$ cat src/rtl/pulse_generator_if.sv
// Configuration/strobe bundle between a pulse_generator and whatever drives it.
// The master side programs timing and run control; the slave side reports the generated waveform.
interface pulse_generator_if #(
   parameter int K_CNTWIDTH   = 16,
   parameter int K_PRESCWIDTH = 8
) ();

   logic                    i_en;
   logic                    i_oneshot;
   logic [K_PRESCWIDTH-1:0] i_presc;
   logic [K_CNTWIDTH-1:0]   i_period;
   logic [K_CNTWIDTH-1:0]   i_width;
   logic                    i_load;

   logic                    o_pulse;
   logic                    o_rise;
   logic                    o_fall;
   logic                    o_period_end;
   logic                    o_busy;
   logic [K_CNTWIDTH-1:0]   o_cnt;

   modport master (
      output i_en, i_oneshot, i_presc, i_period, i_width, i_load,
      input  o_pulse, o_rise, o_fall, o_period_end, o_busy, o_cnt
   );

   modport slave (
      input  i_en, i_oneshot, i_presc, i_period, i_width, i_load,
      output o_pulse, o_rise, o_fall, o_period_end, o_busy, o_cnt
   );

endinterface

$ cat src/rtl/pulse_generator.sv
// Periodic PWM/servo-style pulse generator with prescaled ticks and double-buffered configuration.
// Shadow registers only change at period boundaries, so a pulse in flight is never truncated.
module pulse_generator #(
   parameter int K_CNTWIDTH   = 16,
   parameter int K_PRESCWIDTH = 8
) (
   input  logic             i_clk,
   input  logic             i_rst_n,
   pulse_generator_if.slave bus
);

   typedef enum logic [1:0] {IDLE, RUN, DONE} state_t;

   state_t                  state;
   logic [K_PRESCWIDTH-1:0] presc_sh;
   logic [K_PRESCWIDTH-1:0] presc_cnt;
   logic [K_CNTWIDTH-1:0]   period_sh;
   logic [K_CNTWIDTH-1:0]   width_sh;
   logic [K_CNTWIDTH-1:0]   cnt;
   logic                    oneshot_sh;
   logic                    pending;
   logic                    pulse;
   logic                    rise;
   logic                    fall;
   logic                    period_end;
   logic                    busy;

   logic                    tick;
   logic                    wrap;
   logic                    reload;
   logic                    inc_high;
   logic                    restart_high;
   logic [K_CNTWIDTH-1:0]   cnt_inc;

   // Next-pulse levels are precomputed so o_pulse lands on the same edge as o_cnt.
   assign tick         = (presc_cnt == presc_sh);
   assign wrap         = tick && (cnt == period_sh);
   assign cnt_inc      = cnt + 1'b1;
   assign inc_high     = (cnt_inc < width_sh);
   assign reload       = pending || bus.i_load;
   assign restart_high = reload ? (bus.i_width != '0) : (width_sh != '0);

   always_ff @(posedge i_clk or negedge i_rst_n) begin
      if (!i_rst_n) begin
         state      <= IDLE;
         presc_sh   <= '0;
         presc_cnt  <= '0;
         period_sh  <= '0;
         width_sh   <= '0;
         cnt        <= '0;
         oneshot_sh <= 1'b0;
         pending    <= 1'b0;
         pulse      <= 1'b0;
         rise       <= 1'b0;
         fall       <= 1'b0;
         period_end <= 1'b0;
         busy       <= 1'b0;
      end else begin
         rise       <= 1'b0;
         fall       <= 1'b0;
         period_end <= 1'b0;
         case (state)
            IDLE: begin
               cnt   <= '0;
               pulse <= 1'b0;
               busy  <= 1'b0;
               if (bus.i_en) begin
                  state      <= RUN;
                  busy       <= 1'b1;
                  presc_sh   <= bus.i_presc;
                  period_sh  <= bus.i_period;
                  width_sh   <= bus.i_width;
                  oneshot_sh <= bus.i_oneshot;
                  pending    <= 1'b0;
                  presc_cnt  <= '0;
                  pulse      <= (bus.i_width != '0);
                  rise       <= (bus.i_width != '0);
               end
            end

            RUN: begin
               presc_cnt <= tick ? '0 : presc_cnt + 1'b1;
               if (wrap) begin
                  period_end <= 1'b1;
                  cnt        <= '0;
                  pending    <= 1'b0;
                  if (oneshot_sh || !bus.i_en) begin
                     // Leaving RUN: a high pulse (width > period) still gets its falling strobe.
                     state     <= oneshot_sh ? DONE : IDLE;
                     busy      <= 1'b0;
                     pulse     <= 1'b0;
                     fall      <= pulse;
                     presc_cnt <= '0;
                  end else begin
                     pulse <= restart_high;
                     rise  <= restart_high && !pulse;
                     fall  <= !restart_high && pulse;
                     if (reload) begin
                        presc_sh   <= bus.i_presc;
                        period_sh  <= bus.i_period;
                        width_sh   <= bus.i_width;
                        oneshot_sh <= bus.i_oneshot;
                     end
                  end
               end else begin
                  if (bus.i_load) begin
                     pending <= 1'b1;
                  end
                  if (tick) begin
                     cnt   <= cnt_inc;
                     pulse <= inc_high;
                     rise  <= inc_high && !pulse;
                     fall  <= !inc_high && pulse;
                  end
               end
            end

            DONE: begin
               // Hold here until run request drops so one-shot cannot retrigger.
               cnt   <= '0;
               pulse <= 1'b0;
               busy  <= 1'b0;
               if (!bus.i_en) begin
                  state <= IDLE;
               end
            end

            default: begin
               state <= IDLE;
            end
         endcase
      end
   end

   assign bus.o_pulse      = pulse;
   assign bus.o_rise       = rise;
   assign bus.o_fall       = fall;
   assign bus.o_period_end = period_end;
   assign bus.o_busy       = busy;
   assign bus.o_cnt        = cnt;

endmodule

$ cat src/flat_wrapper.sv
// flat-port wrapper written by rule: the top's interface ports become plain ports
module pulse_generator_flat 
#(
   parameter int K_CNTWIDTH   = 16,
   parameter int K_PRESCWIDTH = 8
)
  (i_clk, i_rst_n, bus_i_en, bus_i_oneshot, bus_i_presc, bus_i_period, bus_i_width, bus_i_load, bus_o_pulse, bus_o_rise, bus_o_fall, bus_o_period_end, bus_o_busy, bus_o_cnt);
  pulse_generator_if #(.K_CNTWIDTH(K_CNTWIDTH), .K_PRESCWIDTH(K_PRESCWIDTH)) bus_i ();
  input  logic i_clk;
  input  logic i_rst_n;
  input wire logic [$bits(bus_i.i_en)-1:0] bus_i_en;
  input wire logic [$bits(bus_i.i_oneshot)-1:0] bus_i_oneshot;
  input wire logic [$bits(bus_i.i_presc)-1:0] bus_i_presc;
  input wire logic [$bits(bus_i.i_period)-1:0] bus_i_period;
  input wire logic [$bits(bus_i.i_width)-1:0] bus_i_width;
  input wire logic [$bits(bus_i.i_load)-1:0] bus_i_load;
  output wire logic [$bits(bus_i.o_pulse)-1:0] bus_o_pulse;
  output wire logic [$bits(bus_i.o_rise)-1:0] bus_o_rise;
  output wire logic [$bits(bus_i.o_fall)-1:0] bus_o_fall;
  output wire logic [$bits(bus_i.o_period_end)-1:0] bus_o_period_end;
  output wire logic [$bits(bus_i.o_busy)-1:0] bus_o_busy;
  output wire logic [$bits(bus_i.o_cnt)-1:0] bus_o_cnt;
  assign bus_i.i_en = bus_i_en;
  assign bus_i.i_oneshot = bus_i_oneshot;
  assign bus_i.i_presc = bus_i_presc;
  assign bus_i.i_period = bus_i_period;
  assign bus_i.i_width = bus_i_width;
  assign bus_i.i_load = bus_i_load;
  assign bus_o_pulse = bus_i.o_pulse;
  assign bus_o_rise = bus_i.o_rise;
  assign bus_o_fall = bus_i.o_fall;
  assign bus_o_period_end = bus_i.o_period_end;
  assign bus_o_busy = bus_i.o_busy;
  assign bus_o_cnt = bus_i.o_cnt;
  pulse_generator #(.K_CNTWIDTH(K_CNTWIDTH), .K_PRESCWIDTH(K_PRESCWIDTH)) u_core (.i_clk(i_clk), .i_rst_n(i_rst_n), .bus(bus_i));
endmodule
$ cat config.mk
export PLATFORM = sky130hd
export DESIGN_NAME = pulse_generator_flat
export DESIGN_NICKNAME = d
export VERILOG_FILES = /design/src/rtl/pulse_generator_if.sv /design/src/rtl/pulse_generator.sv /design/src/flat_wrapper.sv
export SDC_FILE = /design/constraint.sdc
export NUM_CORES = 1
export LEC_CHECK = 0
export CORE_ASPECT_RATIO = 2
export CORE_MARGIN = 1
export CORE_UTILIZATION = 53
export DETAILED_ROUTE_END_ITERATION = 12
export PLACE_DENSITY = 0.79
export SETUP_SLACK_MARGIN = 0.4
export SYNTH_ARGS = -nofsm -noshare
export SYNTH_HDL_FRONTEND = slang
export SYNTH_SLANG_ARGS = --single-unit
$ cat constraint.sdc
create_clock -name i_clk -period 5.3 [get_ports i_clk]
set_input_delay 0.53 -clock i_clk [delete_from_list [all_inputs] [get_ports i_clk]]
set_output_delay 0.53 -clock i_clk [all_outputs]
set_load 0.01 [all_outputs]
==> metrics.md <==
| Metric | Value |
|---|---|
| Run status | finished clean |
| CP top delay family | compound AO/OA/AOI/OAI gates |
| Grt ovf | 0 |
| Overall fraction of global-route tracks in use | 26.8% |
| Worst Path Buf+Inv | 3 |
| CP max stage delay | 0.84 ns |
| Max Buffers Root-to-Sink | 2 |
| Synth Cell Area | 4430 um^2 |
| Critical Path RT | 5.52 ns |
| Via count | 3459 |
| Die height | 131 um |
| Vias in the first global route | 3601 |
| Min-Delay Path Class | in2async |
| Crit path capture type | flip-flop |
| Fmax | 0.302 GHz |
| Critical Path Source Type | flip-flop |
| Worst slack, placed | 1.92 ns |
| Fin crit period | 3.31 ns |
| Dpl hpwl | 8440 um |
| Slowest cell on crit path | a32oi_4 |
| Max-slew violations | 0 |
| # H-tree levels | 3 |
| Layout Skew | 0.00798 ns |
| Pin count of the biggest net entering global routing | 74 |
| Final hold vios | 0 |
| WHS | 0.435 ns |
| Slew at the pin with the worst max-slew slack | 0.989 ns |
| Initial antenna violation count | 0 |
| Register area share after synthesis | 41.2% |
| Initial Utilization | 55.4% |
| Unrepaired setup endpoints after global routing | no |
| Clock Latency Late Sink | 0.34 ns |
| Initial DRT Pass Iterations | 6 |
| Row count | 46 |
| Port Buf Inserts | 65 |
| Worst vdd ir | 0.000299 V |
| Final setup viols | 0 |
| Slew HR | 34.1% |
| Initial DRC Count | 235 |
| Area Growth Syn to Fin | 21.4% |
| CTS root buf | clkbuf_16 |
| Core area | 8000 um^2 |
| Cells after Synth | 399 |
| Number of synthesized flops with an enable pin | 0 |
| Clk slew on worst S/H paths | 0.06 ns |
| Worst r2r dst | u_core.period_sh[12] |
| Post-route setup slack | 1.99 ns |
| Fin Setup TNS | 0 ns |
| Worst-path fanout max | 20 |
| Max-cap violations | 0 |
| DR WL/cell | 19.6 um |
| YS warnings | 0 |
| Arr. time, crit path | 3.52 ns |
| Crit path cell chain | inv_1 -> ha_1 -> clkinv_1 -> o21a_1 -> nor3_1 -> a32oi_4 -> buf_4 -> mux2_4 |
| Setup CP Type | reg2reg |
| Dominant synthesized flop cell | dfrtp_1 |
| # fillers | 618 |
| Die Area | 8760 um^2 |
| # clock sinks | 73 |
| Placer Congestion | 0.869 |
| CTS tree | yes |
| Finished Core Util | 67.3% |
| Wirelength, routed | 11000 um |
| First-pass GRT wire length | 17400 um |
| Reg2Reg Launch Point | u_core.state[1] |
| Period utilization | 62.4% |
| DRC viols | 0 |
| Setup Buffers After CTS | 0 |
| Library cells used by synthesis | 57 |
| Syn nets | 466 |
| Cts hold-fix bufs | 0 |
| Die X | 66.7 um |
| Post-CTS Resized | 0 |
| Via density | 6.15 |
| DRT antenna net count | 0 |
| Async SR Flop Fraction | 100% |
| P_leak | 2.44 nW |
| TritonCTS buffer count | 9 |
| Pwr dens | 496 nW/um^2 |
| N_diodes | 0 |
| Layout cells sized above 1 | 15.2% |
| IO Pins | 66 |
| Syn Area/Cell | 11.1 um^2 |
| Worst reg-to-reg path cell count | 8 |
| Flops & latches, synth | 73 |
| R2R setup slack | 1.99 ns |
| Nets@finish | 529 |
[cell usage in the layout (no fill, tap or decap), drive strengths merged, types with 2 or more instances in the layout]
| master | n |
|---|---|
| or3 | 4 |
| a32o | 16 |
| and2 | 4 |
| clkdlybuf4s50 | 64 |
| clkinv | 2 |
| nor3 | 8 |
| or2 | 2 |
| ha | 22 |
| a31oi | 2 |
| nand3 | 15 |
| o31ai | 4 |
| o22ai | 4 |
| nor2 | 12 |
| o211ai | 2 |
| nor4 | 17 |
| nand2b | 5 |
| buf | 4 |
| clkbuf | 13 |
| inv | 26 |
| nand4 | 10 |
| xnor2 | 6 |
| a21oi | 16 |
| a211oi | 2 |
| nand2 | 23 |
| a21o | 2 |
| xor2 | 29 |
| o21ai | 21 |
| and4 | 2 |
| or4 | 2 |
| dfrtp | 73 |
| mux2 | 40 |
[layout make-up]
class / count / area (um^2) / area share [%]
inverters: 27 / 101 / 1.88
clock buffers: 13 / 270 / 5.02
clock inverters: 2 / 12.5 / 0.233
flip-flops and latches: 73 / 1830 / 34.0
well taps: 96 / 120 / 2.23
repair buffers: 68 / 668 / 12.4
multi-input cells: 283 / 2380 / 44.3
[registers in the layout (all words and copies together), names as in the netlist]
register,flops
u_core.bus.o_cnt,16
u_core.period_sh,16
u_core.width_sh,16
u_core.presc_cnt,8
u_core.presc_sh,8
u_core.state,2
u_core.bus.o_busy,1
u_core.bus.o_fall,1
u_core.bus.o_period_end,1
u_core.bus.o_pulse,1
u_core.bus.o_rise,1
u_core.oneshot_sh,1
u_core.pending,1
[layer usage]
metal  vias to the layer above  track usage (%)  wire length, um
li1                       1598                -                -
met1                      1692             26.5             3770
met2                       130             48.1             6210
met3                        39             5.21              475
met4                         0             17.0              544
met5                         -                0                0
[Yosys cell counts (4+ instances only)]
cell type | instances | area share, %
dfrtp_1 | 73 | 41
nand2b_1 | 5 | 0.71
a21oi_1 | 15 | 1.7
inv_1 | 26 | 2.2
or3_1 | 4 | 0.56
buf_4 | 4 | 0.68
o22ai_1 | 4 | 0.56
and2_1 | 4 | 0.56
nand4_1 | 10 | 1.4
nand3_1 | 14 | 1.6
ha_1 | 22 | 6.2
a32o_1 | 16 | 3.6
nor2_1 | 12 | 1.0
o21ai_0 | 19 | 2.1
mux2_4 | 39 | 13
buf_6 | 6 | 1.5
xnor2_1 | 6 | 1.2
nor4_1 | 12 | 1.7
nor3_1 | 8 | 0.90
nand2_1 | 22 | 1.9
xor2_1 | 29 | 5.7
o31ai_1 | 4 | 0.68
[metrics by stage]
step,std cells,power [mW],cell area [um^2]
6_report,562,2.67,5380
5_1_grt,562,2.82,5380
4_1_cts,562,2.68,5380
3_5_place_dp,547,2.10,5100
3_3_place_gp,547,2.05,5100
2_1_floorplan,399,1.81,4430
[cells by family after synthesis]
logic type	synth area share, %
AOI/OAI and AO/OA	13.0
xor gates and xnor gates	6.91
adders and majority gates	6.21
buffers and inverters	5.33
DFF	41.2
muxes	13.5
and+or+nand+nor	13.9
[power breakdown]
part | leakage [nW] | switching (mW) | internal (mW)
registers | 0.917 | 0.216 | 0.761
logic | 1.38 | 0.531 | 0.588
clock network | 0.138 | 0.222 | 0.352
total | 2.44 | 0.968 | 1.70
[how the worst max path moves through the flow]
stage / from / cells past startpoint / end / slack (ns)
after floorplan: u_core.bus.o_cnt[2] / 11 / u_core.bus.o_fall / 2.61
after global placement: bus_i_en / 7 / u_core.period_sh[0] / 1.99
after detailed placement: bus_i_en / 7 / u_core.period_sh[10] / 1.92
after CTS: u_core.state[1] / 8 / u_core.period_sh[10] / 1.99
after global routing: u_core.state[1] / 8 / u_core.period_sh[2] / 1.78
final: u_core.state[1] / 8 / u_core.period_sh[12] / 1.99
No activity file was read; power rests on OpenSTA's default activity.
